==> src/rtl/serdesphy_csr_bank_if.sv <==
// Register-access port between the I2C slave (master side) and the CSR bank (slave side).
interface serdesphy_csr_bank_if #(
    parameter int unsigned ADDR_W = 4,
    parameter int unsigned DATA_W = 8
);
    logic              wr_en;
    logic              rd_en;
    logic [ADDR_W-1:0] addr;
    logic [DATA_W-1:0] wdata;
    logic [DATA_W-1:0] rdata;
    logic              rvalid;
    logic              bus_err;

    modport master (
        output wr_en, rd_en, addr, wdata,
        input  rdata, rvalid, bus_err
    );

    modport slave (
        input  wr_en, rd_en, addr, wdata,
        output rdata, rvalid, bus_err
    );
endinterface

==> src/rtl/serdesphy_csr_bank.sv <==
// SerDes PHY CSR bank: per-bit RW / RO / W1C / self-clearing pulse bits, write strobes and a
// maskable level interrupt.
module serdesphy_csr_bank #(
    parameter int unsigned NUM_REGS    = 16,
    parameter int unsigned ADDR_W      = 4,
    parameter int unsigned DATA_W      = 8,
    parameter logic [NUM_REGS*DATA_W-1:0] RW_MASK  = '0,
    parameter logic [NUM_REGS*DATA_W-1:0] W1C_MASK = '0,
    parameter logic [NUM_REGS*DATA_W-1:0] SC_MASK  = '0,
    parameter logic [NUM_REGS*DATA_W-1:0] RST_VAL  = '0,
    parameter int unsigned PULSE_LEN   = 4,
    parameter int unsigned IRQ_STS_IDX = 6,
    parameter int unsigned IRQ_EN_IDX  = 7
) (
    input  logic                         clk,
    input  logic                         rst,
    serdesphy_csr_bank_if.slave          bus,
    output logic [NUM_REGS*DATA_W-1:0]   regs_q,
    output logic [NUM_REGS-1:0]          wr_strobe,
    input  logic [NUM_REGS*DATA_W-1:0]   hw_status,
    input  logic [NUM_REGS*DATA_W-1:0]   hw_set,
    output logic                         irq
);

    localparam int unsigned NB = NUM_REGS * DATA_W;
    // W1C takes precedence over RW; SC bits only exist where the bit is plain RW.
    localparam logic [NB-1:0] W1cBits   = W1C_MASK;
    localparam logic [NB-1:0] RwBits    = RW_MASK & ~W1C_MASK;
    localparam logic [NB-1:0] ScBits    = SC_MASK & RwBits;
    localparam logic [NB-1:0] StoreBits = RwBits | W1cBits;
    localparam logic [7:0]    PulseInit = 8'(PULSE_LEN - 1);

    logic [NB-1:0]       state_q, state_d;
    logic [7:0]          cnt_q [NB];
    logic [7:0]          cnt_d [NB];
    logic [DATA_W-1:0]   rdata_q, rdata_d;
    logic                rvalid_q, bus_err_q, bus_err_d;
    logic [NUM_REGS-1:0] wr_sel, wr_strobe_q;
    logic                irq_q, irq_d;
    logic                in_range;
    logic [DATA_W-1:0]   rd_word;

    assign in_range = (32'(bus.addr) < NUM_REGS);

    // Stored bits come from flops; RO bits pass hw_status straight through.
    assign regs_q = (state_q & StoreBits) | (hw_status & ~StoreBits);

    always_comb begin
        wr_sel  = '0;
        rd_word = '0;
        for (int i = 0; i < int'(NUM_REGS); i++) begin
            if (bus.addr == ADDR_W'(i)) begin
                wr_sel[i] = bus.wr_en;
                rd_word   = regs_q[i*DATA_W +: DATA_W];
            end
        end
    end

    always_comb begin
        state_d = state_q;
        cnt_d   = cnt_q;
        for (int i = 0; i < int'(NUM_REGS); i++) begin
            for (int j = 0; j < int'(DATA_W); j++) begin
                int b;
                b = i * int'(DATA_W) + j;
                if (ScBits[b] && state_q[b]) begin
                    if (cnt_q[b] == 8'd0) state_d[b] = 1'b0;
                    else                  cnt_d[b]   = cnt_q[b] - 8'd1;
                end
                if (wr_sel[i]) begin
                    if (ScBits[b]) begin
                        state_d[b] = bus.wdata[j];
                        if (bus.wdata[j]) cnt_d[b] = PulseInit;
                    end else if (RwBits[b]) begin
                        state_d[b] = bus.wdata[j];
                    end else if (W1cBits[b] && bus.wdata[j]) begin
                        state_d[b] = 1'b0;
                    end
                end
                // A hardware set in the same cycle as a software clear must not be lost.
                if (W1cBits[b] && hw_set[b]) state_d[b] = 1'b1;
            end
        end
        state_d = state_d & StoreBits;
    end

    always_comb begin
        rdata_d   = rdata_q;
        bus_err_d = (bus.wr_en || bus.rd_en) && !in_range;
        if (bus.rd_en) rdata_d = in_range ? rd_word : '0;
        irq_d = |(regs_q[IRQ_STS_IDX*DATA_W +: DATA_W] & W1cBits[IRQ_STS_IDX*DATA_W +: DATA_W]
                  & regs_q[IRQ_EN_IDX*DATA_W +: DATA_W]);
    end

    always_ff @(posedge clk) begin
        if (rst) begin
            state_q     <= RST_VAL & RwBits & ~ScBits;
            for (int b = 0; b < int'(NB); b++) cnt_q[b] <= 8'd0;
            rdata_q     <= '0;
            rvalid_q    <= 1'b0;
            bus_err_q   <= 1'b0;
            wr_strobe_q <= '0;
            irq_q       <= 1'b0;
        end else begin
            state_q     <= state_d;
            cnt_q       <= cnt_d;
            rdata_q     <= rdata_d;
            rvalid_q    <= bus.rd_en;
            bus_err_q   <= bus_err_d;
            wr_strobe_q <= wr_sel;
            irq_q       <= irq_d;
        end
    end

    assign bus.rdata   = rdata_q;
    assign bus.rvalid  = rvalid_q;
    assign bus.bus_err = bus_err_q;
    assign wr_strobe   = wr_strobe_q;
    assign irq         = irq_q;

endmodule

==> src/flat_wrapper.sv <==
// flat-port wrapper written by rule: the top's interface ports become plain ports
module serdesphy_csr_bank_flat 
#(
    parameter int unsigned NUM_REGS    = 16,
    parameter int unsigned ADDR_W      = 4,
    parameter int unsigned DATA_W      = 8,
    parameter logic [NUM_REGS*DATA_W-1:0] RW_MASK  = '0,
    parameter logic [NUM_REGS*DATA_W-1:0] W1C_MASK = '0,
    parameter logic [NUM_REGS*DATA_W-1:0] SC_MASK  = '0,
    parameter logic [NUM_REGS*DATA_W-1:0] RST_VAL  = '0,
    parameter int unsigned PULSE_LEN   = 4,
    parameter int unsigned IRQ_STS_IDX = 6,
    parameter int unsigned IRQ_EN_IDX  = 7
)
  (clk, rst, regs_q, wr_strobe, hw_status, hw_set, irq, bus_wr_en, bus_rd_en, bus_addr, bus_wdata, bus_rdata, bus_rvalid, bus_bus_err);
  serdesphy_csr_bank_if #(.ADDR_W(ADDR_W), .DATA_W(DATA_W)) bus_i ();
  input  logic clk;
  input  logic rst;
  output logic [NUM_REGS*DATA_W-1:0] regs_q;
  output logic [NUM_REGS-1:0] wr_strobe;
  input  logic [NUM_REGS*DATA_W-1:0] hw_status;
  input  logic [NUM_REGS*DATA_W-1:0] hw_set;
  output logic irq;
  input wire logic [$bits(bus_i.wr_en)-1:0] bus_wr_en;
  input wire logic [$bits(bus_i.rd_en)-1:0] bus_rd_en;
  input wire logic [$bits(bus_i.addr)-1:0] bus_addr;
  input wire logic [$bits(bus_i.wdata)-1:0] bus_wdata;
  output wire logic [$bits(bus_i.rdata)-1:0] bus_rdata;
  output wire logic [$bits(bus_i.rvalid)-1:0] bus_rvalid;
  output wire logic [$bits(bus_i.bus_err)-1:0] bus_bus_err;
  assign bus_i.wr_en = bus_wr_en;
  assign bus_i.rd_en = bus_rd_en;
  assign bus_i.addr = bus_addr;
  assign bus_i.wdata = bus_wdata;
  assign bus_rdata = bus_i.rdata;
  assign bus_rvalid = bus_i.rvalid;
  assign bus_bus_err = bus_i.bus_err;
  serdesphy_csr_bank #(.NUM_REGS(NUM_REGS), .ADDR_W(ADDR_W), .DATA_W(DATA_W), .RW_MASK(RW_MASK), .W1C_MASK(W1C_MASK), .SC_MASK(SC_MASK), .RST_VAL(RST_VAL), .PULSE_LEN(PULSE_LEN), .IRQ_STS_IDX(IRQ_STS_IDX), .IRQ_EN_IDX(IRQ_EN_IDX)) u_core (.clk(clk), .rst(rst), .bus(bus_i), .regs_q(regs_q), .wr_strobe(wr_strobe), .hw_status(hw_status), .hw_set(hw_set), .irq(irq));
endmodule
==> config.mk <==
export PLATFORM = sky130hd
export DESIGN_NAME = serdesphy_csr_bank_flat
export DESIGN_NICKNAME = d
export VERILOG_FILES = /design/src/rtl/serdesphy_csr_bank_if.sv /design/src/rtl/serdesphy_csr_bank.sv /design/src/flat_wrapper.sv
export SDC_FILE = /design/constraint.sdc
export NUM_CORES = 1
export LEC_CHECK = 0
export BUFFER_PORTS_ARGS = -buffer_cell sky130_fd_sc_hd__buf_2
export CAP_MARGIN = 40
export CELL_PAD_IN_SITES_DETAIL_PLACEMENT = 1
export CELL_PAD_IN_SITES_GLOBAL_PLACEMENT = 1
export CORE_AREA = 3 3 163 165
export CTS_CLUSTER_SIZE = 16
export DETAILED_ROUTE_END_ITERATION = 16
export DIE_AREA = 0 0 166 168
export MAX_ROUTING_LAYER = met4
export PLACE_DENSITY_LB_ADDON = 0.1
export SYNTH_ARGS = -nofsm -noshare
export SYNTH_HDL_FRONTEND = slang
export SYNTH_SLANG_ARGS = --single-unit
==> constraint.sdc <==
create_clock -name clk -period 2.7 [get_ports clk]
set_input_delay 0.54 -clock clk [delete_from_list [all_inputs] [get_ports clk]]
set_output_delay 0.54 -clock clk [all_outputs]
set_load 0.005 [all_outputs]
After elaboration in Yosys (flattened, before gate mapping)
Cells that the tools add are included.
Storage, ports and cells
  logic and storage cells: 82
  input port bits: 272
  output and inout port bits: 155
  register bits: 25
Operators by class
  bitwise logic cells: 16
  muxes and demuxes: 16
  equal/unequal tests: 15
  reductions and logical operators: 17
Operators with widths (count)
  8-bit two-way mux: 16
  4-bit == test, second input constant: 8
  2-bit OR reduction: 16
  4-bit by 3-bit == test with 1-bit output, second input constant: 4
  1-bit NOT: 16
  4-bit by 2-bit == test with 1-bit output, second input constant: 2
  4-bit by 1-bit == test with 1-bit output, second input constant: 1
  4-bit logical NOT: 1

Depth between registers and ports, before layout
Gate-level depths: netlist of run 1.
  word-level depth: 17
  mapped depth: 8

Least setup slack after synthesis of run 1
Ideal clock, no wire load.
  path kind: input port to flip-flop
  start: in bus_addr[1]
  end: reg u_core.rdata_q[3], in the netlist u_core.bus.rdata[3]
  slack: 804 ps
  path buffers: 2
  stages on the path: 7
  data arrival time: 1769 ps
  path through: buf_6 > or2_0 > buf_2 > o32a_1 > a31o_1 > a311oi_1 > o22ai_1
On the way
  word-level cells in the longest chain between the ends: 17
  elaborated cells on any way between the ends: 32
  classes of those cells: eq/ne: 15; mux: 16; reduce/logical: 1
Ends and longest elaborated chain
  from (decl): RTL line flat_wrapper.sv:26  | input wire logic [$bits(bus_i.addr)-1:0] bus_addr;
  4-bit logical NOT: RTL line serdesphy_csr_bank.sv:52  | if (bus.addr == ADDR_W'(i)) begin
  8-bit two-way mux (15 in a row): RTL line serdesphy_csr_bank.sv:52
  8-bit two-way mux (*): RTL line serdesphy_csr_bank.sv:52
  to (signal assigned): RTL line serdesphy_csr_bank.sv:107  | rdata_q <= rdata_d;
  to (decl): RTL line serdesphy_csr_bank.sv:36  | logic [DATA_W-1:0] rdata_q, rdata_d;
Every way passes the cells marked *; elsewhere a longest branch is shown, timed or not.
A chain may end at the register's enable or synchronous reset.

Final worst setup path of run 1
  start: in bus_addr[2]
  end: reg u_core.rdata_q[4], in the netlist u_core.bus.rdata[4]
The elaborated chain is that of the path after synthesis.

==> results of run 1 <==
[power breakdown]
part           internal (uW)  switching, uW  leakage [uW]
registers                384           8.48      0.000204
clock network            205            149     0.0000415
logic                    266            329       0.00190
[kinds of logic (layout without fill, tap and decap cells)]
logic type / Yosys count / count (layout) / synth area share
flops: 25 / 25 / 0.152
mux: 19 / 19 / 0.0653
buf+inv: 173 / 330 / 0.360
compound gates: 121 / 121 / 0.246
simple gates: 114 / 114 / 0.176
other cells: 1 / 3 / 0.00114
[cell type report]
| cell class | instances | area (um^2) |
|---|---|---|
| multi-input combinational | 256 | 1610 |
| clock buffer | 3 | 75.1 |
| antenna | 1 | 2.50 |
| fill | 3111 | 20900 |
| tap | 330 | 413 |
| sequential | 25 | 500 |
| inverter | 10 | 37.5 |
| timing repair buffer | 316 | 1680 |
| clock inverter | 1 | 8.76 |
[cell usage in the layout, fill, tap and decap left out, types with 5 or more instances in the layout]
cell        n
buf_2     288
nor2_1     34
o21ai_0    31
buf_4      26
dfxtp_1    25
a21oi_1    21
nand2_1    18
mux2i_1    17
nor3_1     16
inv_1      10
nor2b_1     9
nand2b_1    9
a22oi_1     8
nand3_1     7
o22ai_1     7
a31oi_1     6
o21bai_1    5
[critical path, delay by kind of cell]
family / cells / cell delay (ns)
buf+inv: 3 / 0.78
simple gates: 2 / 0.30
compound gates: 3 / 0.62
[stage by stage]
stage               hold slack (ns)  cells
floorplan                     0.472    454
global placement              0.478    937
detailed placement            0.484    937
CTS                           0.493    941
global route                  0.549    942
finish                        0.496    942
[worst max path at each step]
stage | from | to | cells after the start
after floorplan | bus_addr[1] | u_core.bus.rdata[3] | 7
after global placement | bus_addr[0] | u_core.bus.rdata[3] | 6
after detailed placement | bus_addr[0] | u_core.bus.rdata[3] | 6
after CTS | bus_addr[0] | u_core.bus.rdata[3] | 6
after global routing | bus_addr[2] | u_core.bus.rdata[5] | 7
final | bus_addr[2] | u_core.bus.rdata[4] | 8
[sequential cells by signal, summed over array words and instances, names as in the netlist]
name / count
u_core.bus.rdata: 8
u_core.wr_strobe: 16
u_core.bus.rvalid: 1
[metal layers]
layer / part of all wire / global-route usage
met1: 0.46 / 0.161
met2: 0.48 / 0.211
met3: 0.054 / 0.0167
met4: 0.0074 / 0.0192
met5: 0 / -
==> impl_metrics.env, run 1 <==
export IMPL_status="finished clean"
export IMPL_crit_arrival_ns=2.27
export IMPL_fin_skew_ns=0
export IMPL_cts_buffer_depth=2
export IMPL_netlist_top_cells_count="buf_4 (132), nor2_1 (34), o21ai_0 (31)"
export IMPL_cellLeakagePower_uw=0.00214
export IMPL_maxCapViolCount=0
export IMPL_report_final_slew_viol_count=0
export IMPL_yosysUniqueCellTypes=61
export IMPL_dp_worst_setup_slack_ns=0.319
export IMPL_async_reset_ff_frac=0
export IMPL_clk_pin_slew_ns=0.06
export IMPL_synth_seq_cells=25
export IMPL_ant_nets=0
export IMPL_synth_top_area_cell="buf_4"
export IMPL_pwr_density_cell_nw_per_um2=310
export IMPL_fin_ws_ns=0.616
export IMPL_yosysTopAreaCellShare=0.301
export IMPL_fin_area_um2=4330
export IMPL_drc=0
export IMPL_start_util=0.131
export IMPL_grt_usage=0.124
export IMPL_drive_gt1_frac=0.532
export IMPL_drt_iter0_markers=89
export IMPL_wl_um=18000
export IMPL_dpl_cell_area_um2=4240
export IMPL_synth_yosys_seq_area_share=0.152
export IMPL_viasPerCell=3.94
export IMPL_r2r_start="u_core.bus.rdata[7]"
export IMPL_grt_ovfl_total=0
export IMPL_crit_path_cell_trace="buf_2 -> buf_4 -> nor3b_1 -> buf_4 -> nor2_1 -> o221a_2 -> o21ai_1 -> a211oi_1"
export IMPL_ir_drop_mv=0.207
export IMPL_numCtsBuffers=3
export IMPL_cts_hold_buf=0
export IMPL_die_area_um2=27900
export IMPL_synth_area_leaders="buf_4 (30%), dfxtp_1 (15%), mux2i_1 (5.2%), o21ai_0 (4.7%), nor2_1 (3.9%)"
export IMPL_r2r_end="u_core.bus.rdata[7]"
export IMPL_rrSetupSlack_ns=1.54
export IMPL_grt_max_degree=24
export IMPL_finalSetupTns_ns=0
export IMPL_critical_path_required_ns=2.88
export IMPL_hold_viol_final=0
export IMPL_row_count=58
export IMPL_num_vias=3716
export IMPL_final_core_util=0.172
export IMPL_pin_count=427
export IMPL_synth_most_common_cell="buf_4"
export IMPL_wl_per_cell_um=19.1
export IMPL_area_delta_synth_final_pct=31.3
export IMPL_finalSetupViolCount=0
export IMPL_die_w_um=166
export IMPL_synthCells=453
export IMPL_worstSetupStartpointType="primary input"
export IMPL_post_cts_buffers=0
export IMPL_cts_tree="built"
export IMPL_crit_fanout=18
export IMPL_syn_area_um2=3300
export IMPL_io_buffers=288
export IMPL_dp_hpwl_um=15600
export IMPL_r2r_cells=4
export IMPL_crit_path_top_delay_cell="buf_2"
export IMPL_rsz0062_at_grt="false"
export IMPL_crit_top_cell="buf_4"
export IMPL_drt_pre_antenna_iters=4
export IMPL_holdPathStages=2
export IMPL_first_global_vias=3937
export IMPL_synth_avg_cell_area_um2=7.28
export IMPL_finalCritPeriodShare=0.772
export IMPL_synth_edff_count=0
export IMPL_coreArea_um2=25200
export IMPL_antenna_found_initial=1
export IMPL_ys_flop_type="dfxtp_1"
export IMPL_max_stage_delay_ns=0.33
export IMPL_cts_sinks=25
export IMPL_period_minus_slack_ns=2.08
export IMPL_die_h_um=168
export IMPL_htree_levels=1
export IMPL_cts_root_buf="clkbuf_16"
export IMPL_place_gp_congestion=0.740
export IMPL_max_freq_mhz=480
export IMPL_yosysWarnings=0
export IMPL_endpoint_kind="flop"
export IMPL_hold_class="flop to flop"
export IMPL_path_class="primary input to flop"
export IMPL_power_total_uw=1340
export IMPL_clock_latency_ns=0.27
export IMPL_final_nets=884
export IMPL_whs_endpoint="u_core.bus.rdata[4]"
export IMPL_min_from="u_core.bus.rdata[4]"
export IMPL_grt_pass1_wl_um=25500
export IMPL_cts_resized=0
Note: power is estimated with default switching activity, not from simulation.
==> inputs of run 2 (changes only) <==
--- a/config.mk
+++ b/config.mk
@@ -9,10 +9,10 @@
 export CAP_MARGIN = 40
 export CELL_PAD_IN_SITES_DETAIL_PLACEMENT = 1
 export CELL_PAD_IN_SITES_GLOBAL_PLACEMENT = 1
-export CORE_AREA = 3 3 163 165
+export CORE_AREA = 3 3 166 168
 export CTS_CLUSTER_SIZE = 16
 export DETAILED_ROUTE_END_ITERATION = 16
-export DIE_AREA = 0 0 166 168
+export DIE_AREA = 0 0 169 171
 export MAX_ROUTING_LAYER = met4
 export PLACE_DENSITY_LB_ADDON = 0.1
 export SYNTH_ARGS = -nofsm -noshare
==> constraint.sdc (replaced) <==
create_clock -name clk -period 2.2 [get_ports clk]
set_input_delay 0.44 -clock clk [delete_from_list [all_inputs] [get_ports clk]]
set_output_delay 0.44 -clock clk [all_outputs]
set_load 0.005 [all_outputs]
==> run 2 against run 1 <==
Against the previous run:
- global-route usage is essentially flat
- combinational power grew 28%
- count of clock-buffer cells in the layout is the same
- power grew 25%
- worst hold slack lost 0.016 ns
- clock skew is the same
- via count grew 1.5%
- worst setup slack lost 0.33 ns
- sequential share of layout area shrank 0.45 points
- cell area grew 4.0%
- critical path type unchanged
==> impl_metrics.env, run 2 (synthesis results as in run 1) <==
export IMPL_status="finished clean"
export IMPL_layout_common_cells="buf_2 (288), buf_4 (48), nor2_1 (34)"
export IMPL_cellLeakagePower_uw=0.00225
export IMPL_finalSetupTns_ns=0
export IMPL_die_h_um=171
export IMPL_first_global_vias=4051
export IMPL_row_count=59
export IMPL_period_minus_slack_ns=1.91
export IMPL_dp_worst_setup_slack_ns=-0.406
export IMPL_hold_viol_final=0
export IMPL_crit_path_top_delay_cell="a311oi_1"
export IMPL_htree_levels=1
export IMPL_report_final_slew_viol_count=0
export IMPL_crit_top_cell="buf_4"
export IMPL_pwr_share_comb=0.455
export IMPL_critical_path_required_ns=2.34
export IMPL_swShare=0.358
export IMPL_diodes=0
export IMPL_fin_skew_ns=0
export IMPL_final_common_cell="buf_2"
export IMPL_die_w_um=169
export IMPL_final_nets=906
export IMPL_clock_latency_ns=0.27
export IMPL_coreArea_um2=26100
export IMPL_rsz0062_at_grt="false"
export IMPL_path_class="primary input to flop"
export IMPL_worstSetupStartpointType="primary input"
export IMPL_timing_hold_ws_ns=0.480
export IMPL_place_gp_congestion=0.741
export IMPL_pwr_density_cell_nw_per_um2=372
export IMPL_start_util=0.126
export IMPL_p_int_uw=1070
export IMPL_drt_iter0_markers=106
export IMPL_dp_hpwl_um=16500
export IMPL_pin_count=427
export IMPL_io_buffers=288
export IMPL_num_vias=3770
export IMPL_numCtsBuffers=3
export IMPL_die_area_um2=28900
export IMPL_viasPerCell=3.89
export IMPL_p_sw_uw=599
export IMPL_clk_pin_slew_ns=0.07
export IMPL_drive_gt1_frac=0.550
export IMPL_antenna_found_initial=0
export IMPL_finalCritPeriodShare=0.868
export IMPL_max_freq_mhz=524
export IMPL_hold_class="flop to flop"
export IMPL_endpoint_kind="flop"
export IMPL_cts_buffer_depth=2
export IMPL_wl_per_cell_um=19.3
export IMPL_grt_max_degree=27
export IMPL_cts_hold_buf=0
export IMPL_drc=0
export IMPL_largest_reg_flops=16
export IMPL_grt_usage=0.124
export IMPL_cts_sinks=25
export IMPL_grt_pass1_wl_um=26100
export IMPL_crit_arrival_ns=2.05
export IMPL_ir_drop_mv=0.209
export IMPL_ant_nets=0
export IMPL_rrSetupSlack_ns=1.05
export IMPL_grt_ovfl_total=0
export IMPL_clock_power_share=0.258
export IMPL_max_stage_delay_ns=0.42
export IMPL_crit_fanout=13
export IMPL_wl_um=18700
export IMPL_cts_tree="built"
export IMPL_finalSetupViolCount=0
export IMPL_drt_pre_antenna_iters=4
export IMPL_crit_path_cell_trace="buf_2 -> buf_4 -> nor3b_2 -> buf_4 -> o21bai_1 -> a311oi_1 -> o22ai_1"
export IMPL_cts_root_buf="clkbuf_16"
export IMPL_area_delta_synth_final_pct=36.6
export IMPL_fin_ws_ns=0.290
export IMPL_maxCapViolCount=0
export IMPL_p_seq_frac=0.287
-- run 2: cell types whose count changed in the layout (fill, tap and decap cells not counted), sizes merged --
cell,previous run,this run
buf,316,338
diode,1,0
-- run 2: power by group through the flow --
stage | clock [uW] | combinational [uW] | sequential, uW
after detailed placement | 0 | 785 | 491
after CTS | 450 | 789 | 481
after global routing | 455 | 849 | 483
final | 431 | 761 | 480
after floorplan | 0 | 447 | 493
after global placement | 0 | 779 | 491
-- run 2: final cells by class --
class | instances | area, um^2
Sequential cell | 25 | 500
Tap cell | 335 | 419
Inverter | 10 | 37.5
Clock buffer | 3 | 75.1
Fill cell | 3213 | 21600
Timing Repair Buffer | 338 | 1840
Clock inverter | 1 | 8.76
Multi-Input combinational cell | 256 | 1620
-- run 2: stage by stage --
step / util / area, um^2 / std cells / power (uW)
global route: 0.173 / 4500 / 968 / 1790
detailed placement: 0.169 / 4410 / 964 / 1280
finish: 0.173 / 4500 / 968 / 1670
floorplan: - / 3300 / 454 / 939
CTS: 0.173 / 4500 / 968 / 1720
global placement: 0.169 / 4410 / 964 / 1270
-- run 2: final timing paths --
kind                            start  cells after the start                  end
setup / recovery          bus_addr[1]                      7  u_core.bus.rdata[3]
hold / removal    u_core.bus.rdata[4]                      2  u_core.bus.rdata[4]
setup reg to reg  u_core.bus.rdata[7]                      4  u_core.bus.rdata[7]
hold reg to reg   u_core.bus.rdata[4]                      2  u_core.bus.rdata[4]
-- run 2: what timing repair did --
item | 4_1_cts | 5_1_grt
setup endpoints to repair | 2 | 0
buffers inserted | 0 | 0
resized for setup | 1 | 0
-- run 2: metal layers --
| metal | GRT usage | routed length [um] | share of wire | vias to the layer above |
|---|---|---|---|---|
| li1 | - | - | - | 1828 |
| met1 | 0.164 | 8460 | 0.45 | 1762 |
| met2 | 0.213 | 9220 | 0.49 | 175 |
| met3 | 0.00739 | 888 | 0.048 | 5 |
| met4 | 0.0205 | 121 | 0.0065 | 0 |
| met5 | - | 0 | 0 | - |
-- run 2: critical path: cells and delay by family --
kind | cells | cell delay (ns)
compound gates | 3 | 0.62
simple gates | 1 | 0.40
buf+inv | 3 | 0.57
==> inputs of run 3 (changes only) <==
--- a/config.mk
+++ b/config.mk
@@ -13,6 +13,7 @@
 export CTS_CLUSTER_SIZE = 16
 export DETAILED_ROUTE_END_ITERATION = 16
 export DIE_AREA = 0 0 169 171
+export GPL_TIMING_DRIVEN = 0
 export MAX_ROUTING_LAYER = met4
 export PLACE_DENSITY_LB_ADDON = 0.1
 export SYNTH_ARGS = -nofsm -noshare
==> run 3 against run 2 <==
Against the previous run:
- power increased by 9.4%
- critical path depth rose by 1
- maximum frequency fell by 7.0%
- cell area grew 17%
- clock power is essentially flat
- die area stayed put
- flip-flop and latch count stayed put
- non-clock buffer count grew 113
- first-iteration DRC count rose by 14%
- clock skew did not move
- via count rose by 14%
- largest power group unchanged
==> impl_metrics.env, run 3 (synthesis results as in run 1) <==
export IMPL_status="finished clean"
export IMPL_start_util=0.126
export IMPL_cts_buffer_depth=2
export IMPL_crit_path_top_delay_cell="clkbuf_4"
export IMPL_maxCapViolCount=0
export IMPL_dp_cells=1077
export IMPL_crit_arrival_ns=2.18
export IMPL_crit_path_cell_trace="buf_2 -> buf_4 -> buf_6 -> buf_2 -> clkbuf_4 -> o221ai_1 -> o21ai_1 -> o221ai_1"
export IMPL_final_common_cell="buf_2"
export IMPL_ir_drop_mv=0.244
export IMPL_max_slew_margin_rel=0.547
export IMPL_clk_pin_slew_ns=0.07
export IMPL_area_delta_synth_final_pct=59.3
export IMPL_die_h_um=171
export IMPL_cts_sinks=25
export IMPL_max_freq_mhz=487
export IMPL_cts_tree="built"
export IMPL_fin_skew_ns=0
export IMPL_largest_reg_flops=16
export IMPL_htree_levels=1
export IMPL_p_sw_uw=655
export IMPL_antenna_found_initial=1
export IMPL_pin_count=427
export IMPL_worst_pin_slew_ns=0.680
export IMPL_multi_input_area_um2=1610
export IMPL_row_count=59
export IMPL_p_int_uw=1180
export IMPL_hold_viol_final=0
export IMPL_coreArea_um2=26100
export IMPL_grt_usage=0.147
export IMPL_endpoint_kind="flop"
export IMPL_die_w_um=169
export IMPL_cts_root_buf="clkbuf_16"
export IMPL_numCtsBuffers=3
export IMPL_num_fill_cells=3265
export IMPL_clock_latency_ns=0.27
export IMPL_die_area_um2=28900
export IMPL_grt_pass1_wl_um=30600
export IMPL_drive_gt1_frac=0.605
export IMPL_pwr_share_comb=0.502
export IMPL_finalSetupViolCount=0
export IMPL_cellLeakagePower_uw=0.00274
export IMPL_drt_pre_antenna_iters=4
export IMPL_clock_power_share=0.235
export IMPL_p_seq_frac=0.263
export IMPL_dp_hpwl_um=18700
export IMPL_hold_class="flop to flop"
export IMPL_wl_um=21900
export IMPL_ant_nets=0
export IMPL_io_buffers=286
export IMPL_crit_fanout=10
export IMPL_place_gp_congestion=0.765
export IMPL_cts_hold_buf=0
export IMPL_num_vias=4282
export IMPL_layout_common_cells="buf_2 (306), buf_4 (133), nor2_1 (34)"
export IMPL_wl_per_cell_um=20.2
export IMPL_viasPerCell=3.96
export IMPL_drt_iter0_markers=121
export IMPL_max_stage_delay_ns=0.31
export IMPL_cpLargestDelayFamily="buffers and inverters"
export IMPL_grt_ovfl_total=0
export IMPL_seq_area_um2=500
export IMPL_final_core_util=0.202
export IMPL_instances_no_fill=1082
export IMPL_finalCritPeriodShare=0.934
export IMPL_critPathBufInv=5
export IMPL_swShare=0.358
export IMPL_pwr_density_cell_nw_per_um2=349
export IMPL_drc=0
export IMPL_final_nets=1019
export IMPL_first_global_vias=4672
export IMPL_report_final_slew_viol_count=0
export IMPL_grt_max_degree=17
export IMPL_period_minus_slack_ns=2.05
export IMPL_path_class="primary input to flop"
export IMPL_rsz0062_at_grt="false"
export IMPL_critical_path_required_ns=2.33
export IMPL_worstSetupStartpointType="primary input"
## run 3: cell types whose count changed in the layout (fill, tap and decap cells not counted), moves of 2 or more
cell	change
clkbuf_1	+8
buf_4	+85
buf_6	+2
buf_12	-2
buf_2	+18
## run 3: worst paths after layout
kind / startpoint / to / slack [ns] / cells past startpoint
setup reg to reg: u_core.bus.rdata[7] / u_core.bus.rdata[7] / 1.03 / 4
setup / recovery: bus_addr[0] / u_core.bus.rdata[1] / 0.15 / 8
hold reg to reg: u_core.bus.rdata[4] / u_core.bus.rdata[4] / 0.48 / 2
hold / removal: u_core.bus.rdata[4] / u_core.bus.rdata[4] / 0.48 / 2
## run 3: power groups by stage
| stage | Combinational (uW) | Clock [uW] | Sequential [uW] |
|---|---|---|---|
| after global routing | 1010 | 460 | 484 |
| after detailed placement | 931 | 0 | 492 |
| after floorplan | 447 | 0 | 493 |
| final | 919 | 430 | 481 |
| after CTS | 936 | 448 | 481 |
| after global placement | 925 | 0 | 491 |
## run 3: layer usage
layer  up-vias  part of all wire  track usage
met3         8             0.046       0.0139
met2       187              0.49        0.255
met1      2030              0.45        0.190
met5         -                 0            -
met4         0            0.0066       0.0222
li1       2057                 -            -
## run 3: area by class of cell
| cell class | count | area share |
|---|---|---|
| Multi-Input combinational cell | 256 | 0.307 |
| Timing Repair Buffer | 288 | 0.275 |
| Buffer | 163 | 0.219 |
| Sequential cell | 25 | 0.0953 |
| Tap cell | 335 | 0.0798 |
| Clock buffer | 3 | 0.0143 |
| Inverter | 10 | 0.00715 |
| Clock inverter | 1 | 0.00167 |
| Antenna cell | 1 | 0.000477 |
## run 3: worst min-delay path: stages, from the launching register on
cell and delay [ns]:
dfxtp_1 0.31, nor2_1 0.08, a211oi_1 0.05
## run 3: timing repair
item / in CTS / in global routing
endpoints found under the setup margin: 0 / 3
resized for setup: 0 / 2
buffers inserted: 0 / 0
## run 3: metrics by stage
step	setup slack (ns)	hold slack [ns]	cell area, um^2	total power (uW)	setup TNS [ns]
6_report	0.145	0.484	5250	1830	0
3_5_place_dp	-0.264	0.478	5160	1420	-0.914
3_3_place_gp	-0.449	0.475	5150	1420	-1.87
5_1_grt	0.0138	0.515	5250	1950	0
4_1_cts	0.0259	0.488	5250	1870	0
2_1_floorplan	0.404	0.472	3300	939	0
